$ cat src/rtl/srio_ireq_arbiter.sv
// Packet-granular round-robin arbiter sharing the SRIO ireq AXI-Stream channel
// between NUM_REQ local requesters. A grant is held from the first beat to tlast.
// New grants are issued only while the port reports initialized. Per-requester
// forwarded-packet counters wrap silently.

// Per-requester packet counter, instantiated once per lane.
module srio_ireq_cnt #(
  parameter int CNT_W = 16
) (
  input  logic             i_clk,
  input  logic             i_rst,
  input  logic             inc_i,
  output logic [CNT_W-1:0] cnt_o
);
  logic [CNT_W-1:0] cnt_q;

  // Count one per completed packet; natural overflow gives the wrap to zero.
  always_ff @(posedge i_clk or negedge i_rst) begin
    if (!i_rst)     cnt_q <= '0;
    else if (inc_i) cnt_q <= cnt_q + 1'b1;
  end

  assign cnt_o = cnt_q;
endmodule

module srio_ireq_arbiter #(
  parameter int NUM_REQ = 2,
  parameter int CNT_W   = 16
) (
  input  logic                     i_clk,
  input  logic                     i_rst,
  input  logic                     i_port_initialized,
  input  logic [NUM_REQ-1:0]       s_ireq_tvalid,
  output logic [NUM_REQ-1:0]       s_ireq_tready,
  input  logic [NUM_REQ-1:0]       s_ireq_tlast,
  input  logic [NUM_REQ*64-1:0]    s_ireq_tdata,
  input  logic [NUM_REQ*8-1:0]     s_ireq_tkeep,
  input  logic [NUM_REQ*32-1:0]    s_ireq_tuser,
  output logic                     m_axis_ireq_tvalid,
  input  logic                     m_axis_ireq_tready,
  output logic                     m_axis_ireq_tlast,
  output logic [63:0]              m_axis_ireq_tdata,
  output logic [7:0]               m_axis_ireq_tkeep,
  output logic [31:0]              m_axis_ireq_tuser,
  output logic [NUM_REQ-1:0]       o_grant,
  output logic                     o_busy,
  output logic [NUM_REQ*CNT_W-1:0] o_pkt_cnt
);
  localparam int PTR_W = (NUM_REQ > 1) ? $clog2(NUM_REQ) : 1;

  typedef enum logic {IDLE, XFER} state_e;

  state_e                             state_q, state_d;
  logic [PTR_W-1:0]                   gidx_q, gidx_d;
  logic [PTR_W-1:0]                   ptr_q, ptr_d;
  logic [NUM_REQ-1:0]                 grant_q, grant_d;
  logic [NUM_REQ-1:0]                 inc;
  logic [PTR_W-1:0]                   sel, idx_c;
  logic                               found;
  int                                 idx;
  logic                               pkt_done;

  // Flat buses viewed per requester.
  logic [NUM_REQ-1:0][63:0] req_data;
  logic [NUM_REQ-1:0][7:0]  req_keep;
  logic [NUM_REQ-1:0][31:0] req_user;
  assign req_data = s_ireq_tdata;
  assign req_keep = s_ireq_tkeep;
  assign req_user = s_ireq_tuser;

  // Round-robin pick: first valid requester scanning ptr, ptr+1, ... modulo NUM_REQ.
  always_comb begin
    found = 1'b0;
    sel   = '0;
    idx   = 0;
    idx_c = '0;
    for (int i = 0; i < NUM_REQ; i++) begin
      idx = int'(ptr_q) + i;
      if (idx >= NUM_REQ) idx = idx - NUM_REQ;
      idx_c = PTR_W'(idx);
      if (!found && s_ireq_tvalid[idx_c]) begin
        found = 1'b1;
        sel   = idx_c;
      end
    end
  end

  // Packet ends when the granted requester's tlast beat is accepted downstream.
  assign pkt_done = (state_q == XFER) && s_ireq_tvalid[gidx_q] &&
                    m_axis_ireq_tready && s_ireq_tlast[gidx_q];

  // State and arbitration registers; reset abandons any packet in flight.
  always_ff @(posedge i_clk or negedge i_rst) begin
    if (!i_rst) begin
      state_q <= IDLE;
      gidx_q  <= '0;
      ptr_q   <= '0;
      grant_q <= '0;
    end else begin
      state_q <= state_d;
      gidx_q  <= gidx_d;
      ptr_q   <= ptr_d;
      grant_q <= grant_d;
    end
  end

  // Next state: lock a requester from IDLE, release it after its tlast beat.
  always_comb begin
    state_d = state_q;
    gidx_d  = gidx_q;
    ptr_d   = ptr_q;
    grant_d = grant_q;
    inc     = '0;
    case (state_q)
      IDLE: begin
        if (i_port_initialized && found) begin
          state_d = XFER;
          gidx_d  = sel;
          grant_d = NUM_REQ'(1) << sel;
        end
      end
      XFER: begin
        if (pkt_done) begin
          state_d     = IDLE;
          grant_d     = '0;
          inc[gidx_q] = 1'b1;
          ptr_d       = (gidx_q == PTR_W'(NUM_REQ - 1)) ? '0 : gidx_q + 1'b1;
        end
      end
      default: state_d = IDLE;
    endcase
  end

  // Outputs: zero-latency mux of the granted requester while locked, else all zero.
  always_comb begin
    m_axis_ireq_tvalid = 1'b0;
    m_axis_ireq_tlast  = 1'b0;
    m_axis_ireq_tdata  = '0;
    m_axis_ireq_tkeep  = '0;
    m_axis_ireq_tuser  = '0;
    s_ireq_tready      = '0;
    if (state_q == XFER) begin
      m_axis_ireq_tvalid    = s_ireq_tvalid[gidx_q];
      m_axis_ireq_tlast     = s_ireq_tlast[gidx_q];
      m_axis_ireq_tdata     = req_data[gidx_q];
      m_axis_ireq_tkeep     = req_keep[gidx_q];
      m_axis_ireq_tuser     = req_user[gidx_q];
      s_ireq_tready[gidx_q] = m_axis_ireq_tready;
    end
  end

  assign o_grant = grant_q;
  assign o_busy  = (state_q == XFER);

  for (genvar r = 0; r < NUM_REQ; r++) begin : g_cnt
    srio_ireq_cnt #(.CNT_W(CNT_W)) u_cnt (
      .i_clk (i_clk),
      .i_rst (i_rst),
      .inc_i (inc[r]),
      .cnt_o (o_pkt_cnt[r*CNT_W +: CNT_W])
    );
  end
endmodule

$ cat config.mk
export PLATFORM = sky130hd
export DESIGN_NAME = srio_ireq_arbiter
export DESIGN_NICKNAME = d
export VERILOG_FILES = /design/src/rtl/srio_ireq_arbiter.sv
export SDC_FILE = /design/constraint.sdc
export NUM_CORES = 1
export LEC_CHECK = 0
export CORE_AREA = 4 4 137 139
export CTS_CLUSTER_SIZE = 20
export DETAILED_ROUTE_END_ITERATION = 16
export DIE_AREA = 0 0 141 143
export DONT_BUFFER_PORTS = 1
export PLACE_DENSITY = 0.37
export SLEW_MARGIN = 15
export SYNTH_ARGS = -nofsm -noshare
export SYNTH_HDL_FRONTEND = slang
export SYNTH_SLANG_ARGS = --single-unit
export TNS_END_PERCENT = 30
$ cat constraint.sdc
create_clock -name i_clk -period 2 [get_ports i_clk]
set_clock_uncertainty 0.2 [all_clocks]
set_input_delay 0.4 -clock i_clk [delete_from_list [all_inputs] [get_ports i_clk]]
set_output_delay 0.4 -clock i_clk [all_outputs]
set_load 0.1 [all_outputs]
## Word-level counts from Yosys, hierarchy flattened

Index checks and enable logic that the tools add are counted.

| cells by class | value |
|---|---|
| add/subtract/negate cells | 6 |
| magnitude comparators | 6 |
| eq/ne operators | 2 |
| shift operators | 1 |
| multiplexer cells | 37 |
| bitwise operators | 2 |
| reduce and logical (&&, ||, !) cells | 10 |

Operators with widths:

| operator | count |
|---|---|
| $mux 64 | 3 |
| $mux 32 | 3 |
| $add 16x1->16 const B | 2 |
| $mux 8 | 3 |
| $mux 1 | 20 |
| $mux 2 | 5 |
| $logic_and 1x1->1 | 6 |
| $lt 1x2->1 const B | 3 |
| $reduce_and 2->1 | 3 |
| $pmux 2 s2 | 1 |
| $add 1x1->2 const B | 1 |
| $and 2x2->2 | 1 |
| $ge 1x2->1 const B | 1 |
| $ge 2x2->1 const B | 1 |
| $ne 2x1->1 const B | 1 |
| $ne 2x2->1 const B | 1 |
| $pmux 1 s2 | 1 |
| $shl 1x1->2 const A | 1 |
| $sub 1x1->1 const B | 2 |
| $add 1x1->1 const B | 1 |
| $demux 1 s1 | 1 |
| $ge 1x1->1 const B | 1 |
| $logic_not 1->1 | 1 |
| $not 1->1 | 1 |

| word-level totals | value |
|---|---|
| register bits | 37 |
| input bits | 216 |
| output and inout bits | 143 |

## Logic depth before layout (Yosys ltp)

Gate-level depths: netlist (run 1).

| depth | value |
|---|---|
| word-level depth | 11 |
| mapped depth | 5 |
| mapped depth without buffers | 5 |

## Modules after synthesis

A second synthesis (run 1) with hierarchy kept.

| unflattened totals | value |
|---|---|
| cell total of the unflattened synthesis | 377 |
| area, all modules | 3218.1 um2 |

Modules (own cells, without submodules):

| module | instances | cells each | area an instance (um2) | sequential area each (um2) |
|---|---|---|---|---|
| srio_ireq_arbiter | 1 | 265 | 1826.8 | 125.1 |
| srio_ireq_cnt | 2 | 56 | 695.7 | 400.4 |

## Worst setup path after synthesis (run 1)

OpenSTA, ideal clock, no wires.

| timing path | value |
|---|---|
| path kind | reg-to-output |
| start point | reg state_q, in the netlist o_busy |
| end point | out m_axis_ireq_tuser[23] |
| arrival time | 2.872 ns |
| data required time | 1.400 ns |
| path slack | -1.472 ns |
| cell stages (with the launch flop) | 4 |
| buffers on the path | 2 |
| cell sequence | dfrtp_1 -> buf_2 -> clkbuf_1 -> nor2b_1 |

| on the way | value |
|---|---|
| cells in the longest elaborated chain, start to end | 1 |

Ends and longest elaborated chain:

| what | line | source |
|---|---|---|
| start: declaration | 53 | `state_e state_q, state_d;` |
| start signal: assignment | 100 | `state_q <= state_d;` |
| $mux 32 | 142 | `if (state_q == XFER) begin` |
| end: declaration | 44 | `output logic [31:0] m_axis_ireq_tuser,` |

Every way passes these cells.

## Final worst setup path (run 1)

| timing path | value |
|---|---|
| start point | reg gidx_q |
| end point | out m_axis_ireq_tdata[38] |

| on the way | value |
|---|---|
| cells in the longest elaborated chain, start to end | 3 |

Ends and longest elaborated chain:

| what | line | source |
|---|---|---|
| start: declaration | 54 | `logic [PTR_W-1:0] gidx_q, gidx_d;` |
| start signal: assignment | 101 | `gidx_q <= gidx_d;` |
| $mux 64 (not written as such) (2 in series) | 145 | `m_axis_ireq_tdata = req_data[gidx_q];` |
| $mux 64 | 142 |  |
| end: declaration | 42 | `output logic [63:0] m_axis_ireq_tdata,` |

Every way passes these cells. The select of a mux whose other input is x is not followed.

==> results of run 1 <==
metrics by stage:
stage | cells | hold slack (ns) | setup TNS [ns] | utilization (%)
6_report | 760 | 0.0222 | -20.74 | 39.9
5_1_grt | 760 | 0.0256 | -26.41 | 39.9
4_1_cts | 758 | 0.0169 | -25.21 | 39.5
3_5_place_dp | 743 | -0.0942 | -0.270 | 37.5
3_3_place_gp | 743 | -0.0946 | -0.174 | 37.5
2_1_floorplan | 379 | -0.0956 | -55.35 | -
cells by family (layout without fill, tap and decap cells):
kind of cell	count (synthesis)	count (layout)	synth area share [%]
simple gates	167	167	29.4
mux	108	108	31.1
flops	37	37	26.5
xor+xnor	30	30	7.53
buf+inv	29	181	3.66
compound gates	6	6	1.00
fa+ha+maj	2	2	0.717
cell type report:
cell class | instances | share of cell area (%)
clock inverters | 1 | 0.426
well taps | 229 | 4.07
repair buffers | 168 | 39.3
clock buffers | 7 | 2.03
inverters | 5 | 0.266
multi-input cells | 313 | 40.7
flip-flops and latches | 37 | 13.3
layer usage:
layer | up-vias | global-route usage, %
met1 | 1627 | 15.2
met4 | 0 | 1.38
met3 | 4 | 3.58
met5 | - | 0
li1 | 1596 | -
met2 | 169 | 27.4
synth_stat cells (2+ instances only):
| master | instances |
|---|---|
| nor2b_1 | 106 |
| mux2i_1 | 105 |
| dfrtp_1 | 37 |
| xnor2_1 | 20 |
| nand2_1 | 18 |
| nand3_1 | 13 |
| buf_2 | 12 |
| clkbuf_1 | 11 |
| xor2_1 | 10 |
| and4_1 | 7 |
| nand4_1 | 6 |
| inv_1 | 5 |
| a21oi_1 | 3 |
| and3_1 | 3 |
| mux2_2 | 3 |
| nor2_1 | 3 |
| a21boi_0 | 2 |
| and2_1 | 2 |
| ha_1 | 2 |
| nor3_1 | 2 |
| nor3_2 | 2 |
state kept, by name, indices dropped and copies added, names as in the netlist:
register	cells
g_cnt.u_cnt.cnt_o	32
o_grant	2
gidx_q	1
o_busy	1
ptr_q	1
cell usage in the layout, fill, tap and decap left out, drive strengths merged:
cell type	netlist	routed
nand4b	1	1
dlygate4sd3	0	1
nor2b	106	106
buf	13	166
o21ai	1	1
mux2	3	3
and2	2	2
mux2i	105	105
xor2	10	10
nor3	4	4
and4	7	7
nand2	18	18
a21oi	3	3
xnor2	20	20
dfrtp	37	37
nand4	6	6
clkbuf	11	8
nor2	4	4
nand3	13	13
nand3b	1	1
bufinv	0	1
a21boi	2	2
and3	3	3
ha	2	2
inv	5	5
nor4	2	2
what timing repair did:
action	in CTS	in global routing
endpoints found under the setup margin	108	110
hold buffers	2	0
pin swaps	1	0
gates resized for setup	19	12
buffers inserted	4	1
gates cloned	1	1
hold endpoints to repair	37	0
path summary, 6_finish.rpt:
path | start | endpoint | slack [ns] | cells after the start
worst max-delay path | gidx_q | m_axis_ireq_tdata[38] | -0.25 | 5
worst min-delay path | s_ireq_tvalid[0] | gidx_q | 0.02 | 1
worst max register to register | gidx_q | g_cnt[1].u_cnt.cnt_o[10] | 0.07 | 7
worst min register to register | g_cnt[0].u_cnt.cnt_o[15] | g_cnt[0].u_cnt.cnt_o[15] | 0.28 | 1
max in group asynchronous | i_rst | gidx_q | 0.99 | 2
min in group asynchronous | i_rst | g_cnt[1].u_cnt.cnt_o[5] | 0.40 | 2
==> run_results.csv, run 1 <==
group,metric,value,unit
outcome,status,"finished, violations left",
outcome,failed_checks,"negative setup slack",
synth,syn_inst,379,
routing,totalWireLength,15200,µm
placement,gp_congestion,0.789,
worst_setup_path,path_max_fanout,13,
synth,synth_cell_types,28,
synth,synth_area_per_cell,9.20,µm²
synth,syn_area,3490,µm²
synth,yosysSeqAreaShare,26.5,%
placement,hpwlAfterDp,12900,µm
sta,setup_viol,107,
sta,final-max-slew-violation-count,0,
worst_hold_path,worstHoldPathType,"primary input to flop",
global_route,grt_max_degree,68,
global_route,grt_overflow,0,
cts,htree_num_levels,2,
synth,yosysTopAreaCellShare,30.1,%
sta,fmax,444,MHz
routing,route.detailed.drc,0,
worst_setup_path,cp_cell_sequence,"buf_6 > buf_16 > mux2i_2 > nor2b_2 > buf_12",
final_layout,nets,748,
routing,route.detailed.wl_per_inst,20.0,µm
synth,ys_warn_count,0,
synth,synth.area.top_cells,"mux2i_1 30%, dfrtp_1 27%, nor2b_1 19%",
sta,fin_crit,2.25,ns
floorplan,start_util,19.8,%
final_layout,seq_area,933,µm²
synth,ys_seq_elements,37,
cts,cts_made_buffers,5,
final_layout,area_growth,102,%
sta,rsz0062_at_grt,"yes",
global_route,grt_pass1_wl,21800,µm
floorplan,die-height,143,µm
synth,synth-edff-count,0,
synth,ys_async_sr_fraction,100,%
global_route,grtUsageTotal,13.8,%
worst_setup_path,end_kind,"output port",
sta,period_share,113,%
cts,cts.sinks,37,
routing,drt-initial-drc-count,133,
routing,routed.top_layer,"met4",
job,max-cap-violations,0,
final_layout,diodes,0,
final_layout,multi_input_area,2860,µm²
floorplan,die_w,141,µm
routing,num_vias,3396,
floorplan,core-area,17700,µm²
worst_setup_path,crit_path_top_delay_cell,"dfrtp_4",
worst_setup_path,required,1.40,ns
sta,setup_ws,-0.252,ns
worst_setup_path,cp_top_family,"buffers and inverters",
placement,io_buffers,0,
worst_setup_path,max_stage_delay,0.50,ns
synth,synth_top_area_cell,"mux2i_1",
global_route,antenna_found_initial,0,
routing,drtPass1Iterations,4,
final_layout,finalInstanceArea,7040,µm²
final_layout,drive_above_1_share,59.7,%
floorplan,pin_count,359,
cts,clk_latency,0.27,ns
cts,clockBufferDepth,2,
placement,detailed_place.area,6630,µm²
worst_setup_path,path_buf_inv,3,
sta,max-slew-margin-rel,75.1,%
routing,met3_wirelength,1230,µm
sta,tightest_slew,0.373,ns
routing,wl_met2,8750,µm
routing,antenna_left,0,
routing,wl_met1,5200,µm
synth,synthesis.nets,597,
worst_setup_path,crit_arrival,1.65,ns
global_route,grt_pass1_vias,3707,
cts,clockRootBuffer,"clkbuf_16",
floorplan,rows,49,
final_layout,nFillCells,1711,
cts,clkTransAtPathRegs,0.05,ns
sta,finalHoldViolations,0,
worst_setup_path,crit_type,"flop to output port",
routing,via_per_inst,4.47,
worst_setup_path,cp-start-kind,"flop",
floorplan,die-area,20200,µm²
synth,ys.flop_type,"dfrtp_1",
cts,tritoncts,"yes",
placement,post-place-ws,-0.0692,ns
Power of run 1 is not shown: default switching activity piles up to over one toggle a cycle in this logic, so the estimate is an artifact.
==> inputs of run 2 (changes only) <==
--- a/config.mk
+++ b/config.mk
@@ -5,12 +5,13 @@
 export SDC_FILE = /design/constraint.sdc
 export NUM_CORES = 1
 export LEC_CHECK = 0
+export ABC_CLOCK_PERIOD_IN_PS = 2000
 export CORE_AREA = 4 4 137 139
 export CTS_CLUSTER_SIZE = 20
 export DETAILED_ROUTE_END_ITERATION = 16
 export DIE_AREA = 0 0 141 143
 export DONT_BUFFER_PORTS = 1
-export PLACE_DENSITY = 0.37
+export PLACE_DENSITY_LB_ADDON = 0.05
 export SLEW_MARGIN = 15
 export SYNTH_ARGS = -nofsm -noshare
 export SYNTH_HDL_FRONTEND = slang
==> run 2 against run 1 <==
  * The flow still finishes with violations (negative setup slack)
  * Via count is 1.8% higher
  * Fmax is 4.3% lower
  * Die area stayed put
  * Clock-buffer cell count is 2 lower
  * Critical path type unchanged
==> run_results.csv, run 2 (synthesized netlist as in run 1, its figures left out) <==
group,metric,value,unit
outcome,status,"finished, violations left",
outcome,failed_checks,"negative setup slack",
routing,totalWireLength,16600,µm
floorplan,die-height,143,µm
sta,max-slew-margin-rel,75.3,%
sta,rsz0062_at_grt,"yes",
worst_setup_path,crit_path_top_delay_cell,"dfrtp_4",
sta,tightest_slew,0.367,ns
final_layout,diodes,0,
global_route,grt_max_degree,42,
sta,final-max-slew-violation-count,0,
placement,post-place-ws,-0.165,ns
worst_setup_path,crit_arrival,1.75,ns
floorplan,rows,49,
final_layout,nFillCells,1678,
final_layout,area_growth,112,%
sta,hold_ws,0.0548,ns
floorplan,core-area,17700,µm²
sta,period_share,118,%
worst_setup_path,end_kind,"output port",
cts,clockBufferDepth,2,
worst_setup_path,path_buf_inv,4,
final_layout,largest_reg_flops,32,
placement,gp_congestion,0.796,
global_route,grt_pass1_vias,3864,
routing,antenna_left,0,
final_layout,nets,759,
worst_setup_path,r2r_slack,0.05,ns
worst_setup_path,cp_top_family,"buffers and inverters",
final_layout,final_cell_mix,"114 x buf_12, 88 x nor2b_2, 81 x mux2i_1, 47 x buf_4, 35 x dfrtp_1",
worst_setup_path,required,1.40,ns
routing,route.detailed.wl_per_inst,21.6,µm
final_layout,drive_above_1_share,60.5,%
placement,detailed_place.area,6670,µm²
cts,htree_num_levels,2,
cts,clockRootBuffer,"clkbuf_16",
cts,clkTransAtPathRegs,0.06,ns
floorplan,die-area,20200,µm²
worst_setup_path,cp_cell_sequence,"buf_12 > buf_6 > buf_16 > mux2i_2 > nor2b_2 > buf_12",
job,max-cap-violations,0,
global_route,grt_pass1_wl,23800,µm
sta,setup_ws,-0.353,ns
cts,cts_made_buffers,5,
routing,via_per_inst,4.48,
routing,drt-initial-drc-count,107,
routing,route.detailed.drc,0,
worst_hold_path,worstHoldPathType,"primary input to flop",
sta,finalHoldViolations,0,
final_layout,stdcell_count,771,
floorplan,pin_count,359,
worst_setup_path,max_stage_delay,0.50,ns
cts,tritoncts,"yes",
final_layout,mostFrequentLayoutCell,"buf_12",
cts,clk_latency,0.28,ns
worst_setup_path,crit_type,"flop to output port",
global_route,grtUsageTotal,15.5,%
worst_setup_path,cpMostUsedCell,"buf_12",
floorplan,die_w,141,µm
global_route,antenna_found_initial,0,
routing,drtPass1Iterations,4,
global_route,grt_overflow,0,
sta,setup_viol,108,
placement,io_buffers,0,
final_layout,finalInstanceArea,7410,µm²
worst_setup_path,cp-start-kind,"flop",
routing,num_vias,3456,
placement,hpwlAfterDp,13400,µm
floorplan,start_util,19.8,%
sta,fmax,425,MHz
sta,fin_crit,2.35,ns
worst_setup_path,path_max_fanout,6,
cts,cts.sinks,37,
placement,dp.cells,752,
[run 2: changes by cell type in the layout (fill, tap and decap cells not counted), sizes merged]
cell	change
buf	+10
bufinv	+1
clkbuf	-2
dlygate4sd3	+1
inv	+1
[run 2: per-layer routing]
layer	global-route usage, %	vias up	part of all wire [%]
li1	-	1625	-
met1	16.6	1649	34
met2	28.6	166	55
met3	5.63	16	8.7
met4	4.39	0	1.7
met5	0	-	0
[run 2: worst paths after layout]
kind                                               start                  endpoint  cells past startpoint
min in group asynchronous                          i_rst  g_cnt[1].u_cnt.cnt_o[11]                      2
worst min-delay path                    s_ireq_tvalid[0]                o_grant[0]                      2
worst min register to register  g_cnt[0].u_cnt.cnt_o[15]  g_cnt[0].u_cnt.cnt_o[15]                      1
worst max register to register                    gidx_q   g_cnt[0].u_cnt.cnt_o[9]                      5
max in group asynchronous                          i_rst                    gidx_q                      2
worst max-delay path                              gidx_q      m_axis_ireq_tuser[6]                      6
[run 2: cell type report]
type / count / area [µm²] / area share, %
timing repair buffer: 179 / 3020 / 40.7
clock inverter: 3 / 68.8 / 0.929
inverter: 5 / 18.8 / 0.253
multi-input combinational: 313 / 2960 / 39.9
clock buffer: 5 / 125 / 1.69
tap: 229 / 287 / 3.87
sequential: 37 / 933 / 12.6
[run 2: what timing repair did]
action / CTS / global route
pin swaps: 0 / 3
setup buffers: 6 / 0
resized for setup: 50 / 8
hold endpoints to repair: 38 / 0
setup endpoints to repair: 107 / 116
gates cloned: 8 / 1
hold buffers: 3 / 0
[run 2: through the flow]
step	TNS, ns	utilization (%)
after floorplan	-55.35	-
after global placement	-1.14	37.8
after detailed placement	-1.95	37.8
after CTS	-30.80	41.6
after global routing	-34.17	42.0
final	-29.84	42.0
Power of run 2 is left out for the same reason.
